File: config.mk
export PLATFORM = sky130hd
export DESIGN_NAME = cdb_arbiter
export DESIGN_NICKNAME = d
export VERILOG_FILES = /design/src/rtl/cdb_arbiter.sv
export SDC_FILE = /design/constraint.sdc
export NUM_CORES = 1
export LEC_CHECK = 0
export ABC_CLOCK_PERIOD_IN_PS = 2950
export BUFFER_PORTS_ARGS = -buffer_cell sky130_fd_sc_hd__buf_4
export CELL_PAD_IN_SITES_DETAIL_PLACEMENT = 1
export CELL_PAD_IN_SITES_GLOBAL_PLACEMENT = 1
export CORE_MARGIN = 1.5
export CORE_UTILIZATION = 35
export DETAILED_ROUTE_END_ITERATION = 6
export PLACE_DENSITY_LB_ADDON = 0.1
export SYNTH_ARGS = -nofsm -noshare
export SYNTH_HDL_FRONTEND = slang
export SYNTH_SLANG_ARGS = --single-unit
File: constraint.sdc
create_clock -name clk_in -period 2.95 [get_ports clk_in]
set_clock_uncertainty 0.2 [all_clocks]
set_input_delay 0.4425 -clock clk_in [delete_from_list [all_inputs] [get_ports clk_in]]
set_output_delay 0.4425 -clock clk_in [all_outputs]
set_load 0.02 [all_outputs]
File: src/rtl/cdb_arbiter.sv
// cdb_arbiter: grants up to two of NREQ producers per cycle onto the registered CDB1/CDB2 broadcast buses
// Ports: clk_in/rst_in (sync, active-high)/rdy_in (freeze when low)/rob_clear (flush); req_valid/req_id/req_value
// in with combinational req_ready out; rob_head (age mode only); cdb1_*/cdb2_* rdy/id/value registered outputs.
// Optional macro CDB_AGE_PRIORITY_EN: oldest-first priority relative to rob_head instead of round-robin.
`ifndef RoB_BITS
`define RoB_BITS 4
`endif
module cdb_arbiter #(
  parameter int NREQ     = 4,
  parameter int ROB_BITS = `RoB_BITS,
  parameter int DATA_W   = 32
) (
  input  logic                     clk_in,
  input  logic                     rst_in,
  input  logic                     rdy_in,
  input  logic                     rob_clear,
  input  logic [NREQ-1:0]          req_valid,
  input  logic [NREQ*ROB_BITS-1:0] req_id,
  input  logic [NREQ*DATA_W-1:0]   req_value,
  output logic [NREQ-1:0]          req_ready,
  input  logic [ROB_BITS-1:0]      rob_head,
  output logic                     cdb1_rdy,
  output logic [ROB_BITS-1:0]      cdb1_id,
  output logic [DATA_W-1:0]        cdb1_value,
  output logic                     cdb2_rdy,
  output logic [ROB_BITS-1:0]      cdb2_id,
  output logic [DATA_W-1:0]        cdb2_value
);
  localparam int PW = $clog2(NREQ);
  logic [PW-1:0] rr_ptr, ptr_nxt, g1, g2;
  logic has1, has2, active;
  logic [ROB_BITS-1:0] ids [NREQ];
  logic [DATA_W-1:0] vals [NREQ];
  genvar i;
  for (i = 0; i < NREQ; i++) begin : g_split
    assign ids[i]  = req_id[i*ROB_BITS +: ROB_BITS];
    assign vals[i] = req_value[i*DATA_W +: DATA_W];
  end
  assign active = rdy_in && !rst_in && !rob_clear;
  always_comb begin
    req_ready = '0;
    if (active && has1) req_ready[g1] = 1'b1;
    if (active && has2) req_ready[g2] = 1'b1;
  end
`ifdef CDB_AGE_PRIORITY_EN
  // key = distance from the RoB head; strict < keeps the lower index on ties
  logic [ROB_BITS-1:0] k1, k2, key;
  logic unused_ptr;
  assign unused_ptr = ^rr_ptr;
  assign ptr_nxt = '0;
  always_comb begin
    has1 = 1'b0;
    has2 = 1'b0;
    g1 = '0;
    g2 = '0;
    k1 = '0;
    k2 = '0;
    key = '0;
    for (int n = 0; n < NREQ; n++) begin
      key = ids[n] - rob_head;
      if (req_valid[n] && (!has1 || key < k1)) begin
        has1 = 1'b1;
        g1 = PW'(n);
        k1 = key;
      end
    end
    for (int n = 0; n < NREQ; n++) begin
      key = ids[n] - rob_head;
      if (req_valid[n] && PW'(n) != g1 && (!has2 || key < k2)) begin
        has2 = 1'b1;
        g2 = PW'(n);
        k2 = key;
      end
    end
  end
`else
  logic [PW-1:0] idx;
  logic unused_head;
  assign unused_head = ^rob_head;
  function automatic logic [PW-1:0] inc(input logic [PW-1:0] x);
    return (x == PW'(NREQ-1)) ? '0 : x + PW'(1);
  endfunction
  assign ptr_nxt = has2 ? inc(g2) : has1 ? inc(g1) : rr_ptr;
  always_comb begin
    has1 = 1'b0;
    has2 = 1'b0;
    g1 = '0;
    g2 = '0;
    idx = '0;
    for (int k = 0; k < NREQ; k++) begin
      idx = (int'(rr_ptr) + k >= NREQ) ? PW'(int'(rr_ptr) + k - NREQ) : PW'(int'(rr_ptr) + k);
      if (req_valid[idx] && !has1) begin
        has1 = 1'b1;
        g1 = idx;
      end else if (req_valid[idx] && !has2) begin
        has2 = 1'b1;
        g2 = idx;
      end
    end
  end
`endif
  always_ff @(posedge clk_in) begin
    if (rst_in || rob_clear) begin
      rr_ptr     <= '0;
      cdb1_rdy   <= 1'b0;
      cdb1_id    <= '0;
      cdb1_value <= '0;
      cdb2_rdy   <= 1'b0;
      cdb2_id    <= '0;
      cdb2_value <= '0;
    end else if (rdy_in) begin
      rr_ptr   <= ptr_nxt;
      cdb1_rdy <= has1;
      cdb2_rdy <= has2;
      if (has1) begin
        cdb1_id    <= ids[g1];
        cdb1_value <= vals[g1];
      end
      if (has2) begin
        cdb2_id    <= ids[g2];
        cdb2_value <= vals[g2];
      end
    end
  end
endmodule

# Word level (Yosys, flattened, before mapping)
# Index checks and enable logic that the tools add are counted.
[word_totals] register_bits=76 elab_cells=116 out_inout_bits=78 in_bits=156
[op_classes] bitwise=3 n_addsub=9 mux=56 order_cmp=14 n_reduce_logical=25 n_eq_ne=2
[ops] op="binary-select mux 32 bit (select 2 bit)" count=2
[ops] op="2-to-1 mux 32 bit" count=4
[ops] op="2-to-1 mux 2 bit" count=19
[ops] op="2-to-1 mux 4 bit" count=6
[ops] op="< comparator 2 x 3 -> 1 bit, second input constant" count=6
[ops] op="2-to-1 mux 1 bit" count=17
[ops] op="binary-select mux 4 bit (select 2 bit)" count=2
[ops] op=">= comparator 3 bit, second input constant" count=5
[ops] op="logical AND 1 bit" count=12
[ops] op="binary-select mux 1 bit (select 2 bit)" count=4
[ops] op="zero test 1 bit" count=8
[ops] op="subtractor 2 x 1 -> 2 bit, second input constant" count=4
[ops] op="adder 2 x 2 -> 3 bit, second input constant" count=2
[ops] op="NOT 2 -> 3 bit" count=2
[ops] op="AND reduction 2 bit" count=3
[ops] op="adder 2 x 1 -> 2 bit, second input constant" count=2
[ops] op="demux 1 bit (select 2 bit)" count=2
[ops] op="equality test 2 bit, second input constant" count=2
[ops] op=">= comparator 2 x 1 -> 1 bit, second input constant" count=2
[ops] op="OR 4 bit" count=1
[ops] op="adder 2 x 1 -> 3 bit, second input constant" count=1
[ops] op=">= comparator 2 x 3 -> 1 bit, second input constant" count=1
[ops] op="nonzero test 2 bit" count=1
[ops] op="logical OR 1 bit" count=1

# Logic depth before layout (Yosys ltp)
# Gate-level depths: netlist (run 1).
[logic_depth] word_depth=24 ltp_mapped=11 depth_no_buf=8

# Worst setup path after synthesis (run 1)
# OpenSTA, ideal clock, no wires.
[synth_path] path_type="input port to output port" from="input req_valid[1]" to="output req_ready[2]" cell_stages=11 required_ns=2.308 n_path_buf=3 t_arrival_ns=2.083 setup_slack_ns=0.225 path_cell_list="buf_6 -> inv_2 -> o21ai_1 -> a221o_1 -> buf_6 -> a21bo_4 -> clkinv_4 -> buf_6 -> ha_1 -> a22oi_1 -> nor2_1"
[synth_via] elab_chain_cells=22 elab_cells_between_ends=57 cone_classes="order compare (4); mux (36); bitwise (1); reduce/logical (16)"
[synth_rtl] item="start, declared" line="17" rtl="input logic [NREQ-1:0] req_valid,"
[synth_rtl] item="binary-select mux 1 bit (select 2 bit)" line="92, 95"
[synth_rtl] item="2-to-1 mux 1 bit (implied by the code)" line="92, 95"
[synth_rtl] item="2-to-1 mux 1 bit" line="92, 95"
[synth_rtl] item="2-to-1 mux 1 bit" line="92" rtl="if (req_valid[idx] && !has1) begin"
[synth_rtl] item="zero test 1 bit" line="95" rtl="end else if (req_valid[idx] && !has2) begin"
[synth_rtl] item="logical AND 1 bit" line="95"
[synth_rtl] item="2-to-1 mux 1 bit" line="95"
[synth_rtl] item="2-to-1 mux 1 bit" line="92"
[synth_rtl] item="(+6 left out)"
[synth_rtl] item="2-to-1 mux 2 bit" line="95"
[synth_rtl] item="2-to-1 mux 2 bit" line="92"
[synth_rtl] item="< comparator 2 x 3 -> 1 bit (implied by the code) / >= comparator 2 x 1 -> 1 bit (equally long branches)" line="43" rtl="if (active && has2) req_ready[g2] = 1'b1;"
[synth_rtl] item="logical AND 1 bit (implied by the code)" line="43"
[synth_rtl] item="2-to-1 mux 1 bit (implied by the code)" line="43"
[synth_rtl] item="demux 1 bit (select 2 bit)" line="43"
[synth_rtl] item="OR 4 bit (no line)"
[synth_rtl] item="2-to-1 mux 4 bit *" line="43"
[synth_rtl] item="end, declared" line="20" rtl="output logic [NREQ-1:0] req_ready,"
# Mark *: on every way between the ends. The rest lies on a longest branch, timed or not. The select of a mux whose other input is x is not followed.

# Worst setup path in the final report (run 1)
[layout_path] from="input req_valid[2]" to="output req_ready[2]"
# The elaborated chain is that of the path after synthesis.

==> summary.md, run 1 <==
| Metric | Value |
|---|---|
| Syn Inst Count | 575 |
| Sequential fraction of the synthesis area | 29.0% |
| Initial antenna violation count | 0 |
| Synthesized net count | 736 |
| Pin count of the biggest net entering global routing | 37 |
| DIE HEIGHT | 125 µm |
| Total power | 3.34 mW |
| Layout area overhead | 42.0% |
| Antenna Nets Post-Route | 0 |
| Final setup TNS | 0 ns |
| Worst Setup End Kind | output port |
| Worst slew pin tran | 0.633 ns |
| First-pass GRT wire length | 33600 µm |
| Cell Rows | 44 |
| Routability Congestion | 0.834 |
| Max Clock Freq | 0.359 GHz |
| CTS buffer count | 9 |
| Worst setup margin | 0.167 ns |
| Maximum vdd ir drop | 0.299 mV |
| Crit path from | req_valid[2] |
| CP Data Arrival Time | 2.14 ns |
| Input/output buffers | 229 |
| Clock Sinks | 76 |
| Vias | 5548 |
| Die ar. | 0.0157 mm² |
| Routed len/inst | 22.3 µm |
| Max-slew violations | 0 |
| Vias in the first global route | 6119 |
| CP Launch Type | input pin |
| DRC | 0 |
| Worst r2r dst | cdb1_id[3] |
| Initial Util | 36.0% |
| Setup WS pre-CTS | 0.125 ns |
| Postcts setup bufs | 0 |
| Ys Warns | 0 |
| Critical R2R Launch | rr_ptr[1] |
| Worst-path clk slew | 0.06 ns |
| Worst setup path endpoint | req_ready[2] |
| Crit Path Class | input pin to output port |
| RSZ-0062 raised after global routing | no |
| Iteration-0 DRC Markers | 275 |
| Detailed Place HPWL | 14600 µm |
| Post-Syn Area | 0.00525 mm² |
| Core Box Area | 0.0146 mm² |
| Die Wd | 125 µm |
| CTS tree | built |
| DR pass1 iterations | 4 |
| Crit path time final | 2.78 ns |
| H-tree depth | 3 |
| Status | finished, final reports clean |
| Grt ovf | 0 |
| Worst skew pair latency | 0.34 ns |
| PwrDens | 448 mW/mm² |
| R2r setup slk | 0.55 ns |
| Max Root-Sink Buffers | 2 |
| Hold Path Class | input pin to register |
| # diodes | 0 |
| Via density | 5.73 |
| Nets | 941 |
| I/O Pins | 234 |
| Seq cells post-synth | 76 |
| Setup violations, final | 0 |
| Layout cells sized above 1 | 43.6% |
| Rel. slew slack | 57.8% |
| GRT Overall Usage | 27.1% |
| Final wirelength | 21600 µm |
| Final period util | 94.3% |
| Pleak | 3.25 nW |
| Clock Tree Root | clkbuf_16 |
| Synthesized area per cell | 9.12 µm² |
| R2R depth | 8 |
| Yosys cell types | 49 |
| Worst path required time | 2.31 ns |
| CP Max Fanout | 15 |
| Fin. Hold Viols | 0 |
| Maximum capacitance violations | 0 |
==> metal layers <==
metal | wire length [µm] | vias to the layer above | GRT usage (%) | share of wire, %
li1 | - | 2581 | - | -
met1 | 8840 | 2719 | 31.9 | 41
met2 | 10700 | 210 | 45.7 | 49
met3 | 1510 | 38 | 7.15 | 7.0
met4 | 584 | 0 | 12.7 | 2.7
met5 | 0 | - | 0 | 0
==> cell type report <==
class | count | area [µm²]
fillers | 1680 | 7140
multi-input cells | 433 | 3420
repair buffers | 253 | 1940
flip-flops and latches | 76 | 1520
clock buffers | 14 | 274
well taps | 184 | 230
inverters | 7 | 33.8
clock inverters | 1 | 30.0
==> state kept, by name, summed over array words and instances, names as in the netlist <==
name and flops:
cdb2_value 32, cdb2_id 4, cdb1_value 32, cdb2_rdy 1, cdb1_id 4, cdb1_rdy 1, rr_ptr 2
==> power by group <==
| group | internal [mW] | leakage, nW | switching [mW] |
|---|---|---|---|
| Sequential | 1.08 | 0.620 | 0.0322 |
| Clock | 0.722 | 0.149 | 0.458 |
| Combinational | 0.455 | 2.49 | 0.592 |
| Total | 2.26 | 3.25 | 1.08 |
==> timing repair <==
action                                 4_1_cts  5_1_grt
endpoints found under the hold margin        0        0
setup endpoints to repair                    0        1
resized for setup                            0        2
hold buffers                                 0        0
==> how the worst min path moves through the flow <==
| stage | endpoint | slack (ns) | start | depth (start not counted) |
|---|---|---|---|---|
| after floorplan | cdb1_value[0] | 0.38 | cdb1_value[0] | 2 |
| after global placement | cdb1_value[27] | 0.24 | cdb1_value[27] | 2 |
| after detailed placement | cdb1_value[9] | 0.26 | cdb1_value[9] | 2 |
| after CTS | cdb1_id[2] | 0.20 | req_id[10] | 3 |
| after global routing | cdb1_id[2] | 0.22 | req_id[10] | 3 |
| final | cdb1_id[2] | 0.22 | req_id[10] | 3 |
==> worst max-delay path: stages <==
cell     delay, ns
buf_4         0.17
or3b_1        0.18
o21ai_1       0.06
a221o_2       0.40
a21bo_4       0.25
inv_8         0.11
ha_1          0.15
a22oi_1       0.08
nor2_1        0.13
buf_4         0.15
==> logic make-up after synthesis <==
kind of cell | Yosys count | share of synthesized area [%]
compound gates | 209 | 32.8
simple gates | 110 | 9.30
mux | 109 | 20.8
flops | 76 | 29.0
buf+inv | 66 | 6.89
fa+ha+maj | 5 | 1.19
==> Yosys cell counts, drive strengths merged <==
| cell | count | share of area (%) |
|---|---|---|
| clkinv | 1 | 0.17 |
| a211oi | 72 | 16 |
| a22oi | 3 | 0.43 |
| clkbuf | 26 | 1.9 |
| or3b | 1 | 0.17 |
| and2b | 1 | 0.14 |
| o211a | 1 | 0.19 |
| dfxtp | 76 | 29 |
| o221ai | 36 | 6.0 |
| a21oi | 42 | 4.0 |
| or2 | 3 | 0.36 |
| buf | 33 | 4.4 |
| o21a | 1 | 0.14 |
| inv | 6 | 0.43 |
| a311oi | 1 | 0.17 |
| o21ai | 43 | 4.2 |
| nor2b | 5 | 0.60 |
| a21boi | 1 | 0.14 |
| a221oi | 1 | 0.29 |
| nor3b | 1 | 0.14 |
| o32ai | 1 | 0.17 |
| nand4 | 1 | 0.12 |
| nand2b | 1 | 0.12 |
| and4b | 1 | 0.19 |
| o31a | 1 | 0.17 |
| a221o | 1 | 0.19 |
| nor4bb | 1 | 0.31 |
| nand3 | 4 | 0.48 |
| a21bo | 1 | 0.31 |
| a21o | 1 | 0.14 |
| a2bb2oi | 1 | 0.17 |
| mux2i | 109 | 21 |
| nor2 | 11 | 0.79 |
| nor3 | 1 | 0.19 |
| o22a | 1 | 0.17 |
| nand2 | 79 | 5.7 |
| ha | 5 | 1.2 |
| o22ai | 1 | 0.12 |
==> metrics by stage <==
step	instance area, µm²	hold slack (ns)	cells	util (%)
3_5_place_dp	7130	0.257	953	48.9
6_report	7450	0.216	968	51.1
3_3_place_gp	7130	0.244	953	48.9
5_1_grt	7450	0.222	968	51.1
2_1_floorplan	5250	0.379	575	-
4_1_cts	7440	0.200	968	51.0
==> cell usage in the layout (no fill, tap or decap), drive strengths merged, types with 3 or more instances in the layout <==
| cell type | instances |
|---|---|
| or2 | 3 |
| a21oi | 42 |
| nor2 | 11 |
| o221ai | 36 |
| a22oi | 3 |
| dfxtp | 76 |
| ha | 5 |
| nand3 | 4 |
| mux2i | 109 |
| buf | 253 |
| a211oi | 72 |
| o21ai | 43 |
| clkbuf | 14 |
| nor2b | 5 |
| inv | 7 |
| nand2 | 79 |
No activity file was read; power rests on OpenSTA's default activity.
==> inputs of run 2 (changes only) <==
CORE_ASPECT_RATIO = 1.75   (was default)
PLACE_DENSITY = 0.79   (was default)
PLACE_DENSITY_LB_ADDON = default   (was 0.1)
==> summary.md, run 2 (synthesized netlist as in run 1, its figures left out) <==
| Metric | Value |
|---|---|
| Nets | 941 (unchanged) |
| Worst slew pin tran | 0.633 ns (about the same) |
| Worst skew pair latency | 0.34 ns (about the same) |
| P_int | 2.28 mW (was 2.26 mW) |
| Via density | 5.91 (was 5.73) |
| CTS tree | built (unchanged) |
| Final setup TNS | 0 ns (unchanged) |
| Setup violations, final | 0 (unchanged) |
| Cell Rows | 59 (was 44) |
| NetSw | 1.13 mW (was 1.08 mW) |
| Rel. slew slack | 57.8% (about the same) |
| Slowest-stage cell, CP | or3b_1 (was a221o_2) |
| DR pass1 iterations | 4 (unchanged) |
| Final period util | 94.0% (was 94.3%) |
| First-pass GRT wire length | 33000 µm (was 33600 µm) |
| Fin. Hold Viols | 0 (unchanged) |
| M1 wire length | 7680 µm (was 8840 µm) |
| Clock Power Share | 36.4% (was 35.3%) |
| Maximum vdd ir drop | 0.305 mV (was 0.299 mV) |
| Status | finished, final reports clean (unchanged) |
| Core Box Area | 0.0148 mm² (was 0.0146 mm²) |
| Iteration-0 DRC Markers | 191 (was 275) |
| Total power | 3.41 mW (was 3.34 mW) |
| Max Root-Sink Buffers | 2 (unchanged) |
| Die Wd | 95.6 µm (was 125 µm) |
| CP Data Arrival Time | 2.13 ns (was 2.14 ns) |
| Antenna Nets Post-Route | 0 (unchanged) |
| Top Layer Used | met4 (unchanged) |
| Die ar. | 0.0158 mm² (was 0.0157 mm²) |
| Routability Congestion | 0.844 (was 0.834) |
| Commonest non-fill, non-tap cell in the layout | buf_4 (unchanged) |
| Crit-path cells | buf_4, or3b_1, o21ai_1, a221o_1, a21bo_4, clkinv_4, ha_1, a22oi_1, nor2_1, buf_4 (was buf_4, or3b_1, o21ai_1, a221o_2, a21bo_4, inv_8, ha_1, a22oi_1, nor2_1, buf_4) |
| Hold Worst Slack | 0.206 ns (was 0.216 ns) |
| Input/output buffers | 229 (unchanged) |
| Max Clock Freq | 0.361 GHz (was 0.359 GHz) |
| DIE HEIGHT | 165 µm (was 125 µm) |
| CP Max Fanout | 13 (was 15) |
| Post-layout util | 50.4% (was 51.1%) |
| Commonest non-fill, non-tap cells in the layout | buf_4 (252), mux2i_1 (109), nand2_1 (78) (was buf_4 (250), mux2i_1 (109), nand2_1 (78)) |
| Worst setup margin | 0.177 ns (was 0.167 ns) |
| CP peak stage delay | 0.37 ns (was 0.40 ns) |
| Comb power frac | 30.9% (was 31.4%) |
| Grt ovf | 0 (unchanged) |
| I/O Pins | 234 (unchanged) |
| Placed insts | 951 (was 953) |
| Clock Tree Root | clkbuf_16 (unchanged) |
| Biggest regs | cdb1_value: 32 flops, cdb2_value: 32 flops (unchanged) |
| H-tree depth | 3 (unchanged) |
| Met3 WL | 929 µm (was 1510 µm) |
| Routed len/inst | 23.4 µm (was 22.3 µm) |
| Crit Path Class | input pin to output port (unchanged) |
| Final wirelength | 22700 µm (was 21600 µm) |
| Reg power frac | 32.7% (was 33.3%) |
| Worst-path clk slew | 0.06 ns (about the same) |
| Initial Util | 35.5% (was 36.0%) |
| Switch share | 33.1% (was 32.4%) |
| Max-slew violations | 0 (unchanged) |
| WP buf/inv | 3 (unchanged) |
| Worst path required time | 2.31 ns (about the same) |
| Setup WS pre-CTS | 0.190 ns (was 0.125 ns) |
| Initial antenna violation count | 2 (was 0) |
| Pin count of the biggest net entering global routing | 73 (was 37) |
| RSZ-0062 raised after global routing | no (unchanged) |
| Worst Setup End Kind | output port (unchanged) |
| Non-filler cells in the finished layout | 970 (was 968) |
| Clock Sinks | 76 (unchanged) |
| Layout area overhead | 42.0% (about the same) |
| CTS buffer count | 9 (unchanged) |
| DRC | 0 (unchanged) |
| CP Launch Type | input pin (unchanged) |
| Pleak | 3.25 nW (about the same) |
| Layout cells sized above 1 | 44.1% (was 43.6%) |
| Hold Path Class | input pin to register (unchanged) |
| PwrDens | 457 mW/mm² (was 448 mW/mm²) |
| CP top delay family | compound AO/OA/AOI/OAI gates (unchanged) |
| Vias | 5735 (was 5548) |
| GRT Overall Usage | 27.9% (was 27.1%) |
| Crit path time final | 2.77 ns (was 2.78 ns) |
| WL met2 | 12800 µm (was 10700 µm) |
| Final instance area | 0.00745 mm² (about the same) |
| Vias in the first global route | 6300 (was 6119) |
| Placed instance area | 0.00710 mm² (was 0.00713 mm²) |
| Most frequent CP cell | buf_4 (unchanged) |
| Detailed Place HPWL | 16200 µm (was 14600 µm) |
| Maximum capacitance violations | 0 (unchanged) |
-- run 2: final cells by class --
class / instances / area [µm²]
timing repair buffer: 253 / 1910
multi-input combinational: 433 / 3420
antenna: 2 / 5.00
fill: 1761 / 7320
clock inverter: 7 / 98.8
inverter: 7 / 31.3
clock buffer: 9 / 225
tap: 183 / 229
sequential: 76 / 1520
-- run 2: power groups by stage --
stage	clock network [mW]	logic, mW	registers (mW)
6_report	1.24	1.05	1.11
5_1_grt	1.29	1.11	1.12
4_1_cts	1.26	1.05	1.11
3_5_place_dp	0	1.04	1.13
3_3_place_gp	0	0.997	1.13
2_1_floorplan	0	0.556	1.19
-- run 2: final timing paths --
kind | start | endpoint | slack (ns) | cells after the start
worst max-delay path | req_valid[1] | req_ready[2] | 0.18 | 10
worst min-delay path | req_id[2] | cdb1_id[2] | 0.21 | 3
worst max register to register | rr_ptr[0] | cdb2_value[26] | 0.50 | 8
worst min register to register | cdb1_value[10] | cdb1_value[10] | 0.27 | 2
-- run 2: worst register-to-register path: stages (launching register included) --
cell and delay [ns]:
dfxtp_1 0.35, buf_4 0.17, nor2b_2 0.07, a221o_1 0.36
a21bo_4 0.25, clkinv_4 0.07, buf_4 0.35, mux2i_1 0.40
a211oi_2 0.11
-- run 2: per-layer routing --
layer | GRT usage, % | up-vias
met2 | 52.9 | 222
met5 | 0 | -
met4 | 19.4 | 0
met1 | 26.5 | 2852
li1 | - | 2584
met3 | 3.68 | 77
-- run 2: what timing repair did --
item / CTS / global route
gates resized for setup: 0 / 3
buffers inserted: 0 / 1
hold buffers: 0 / 0
endpoints found under the setup margin: 0 / 3
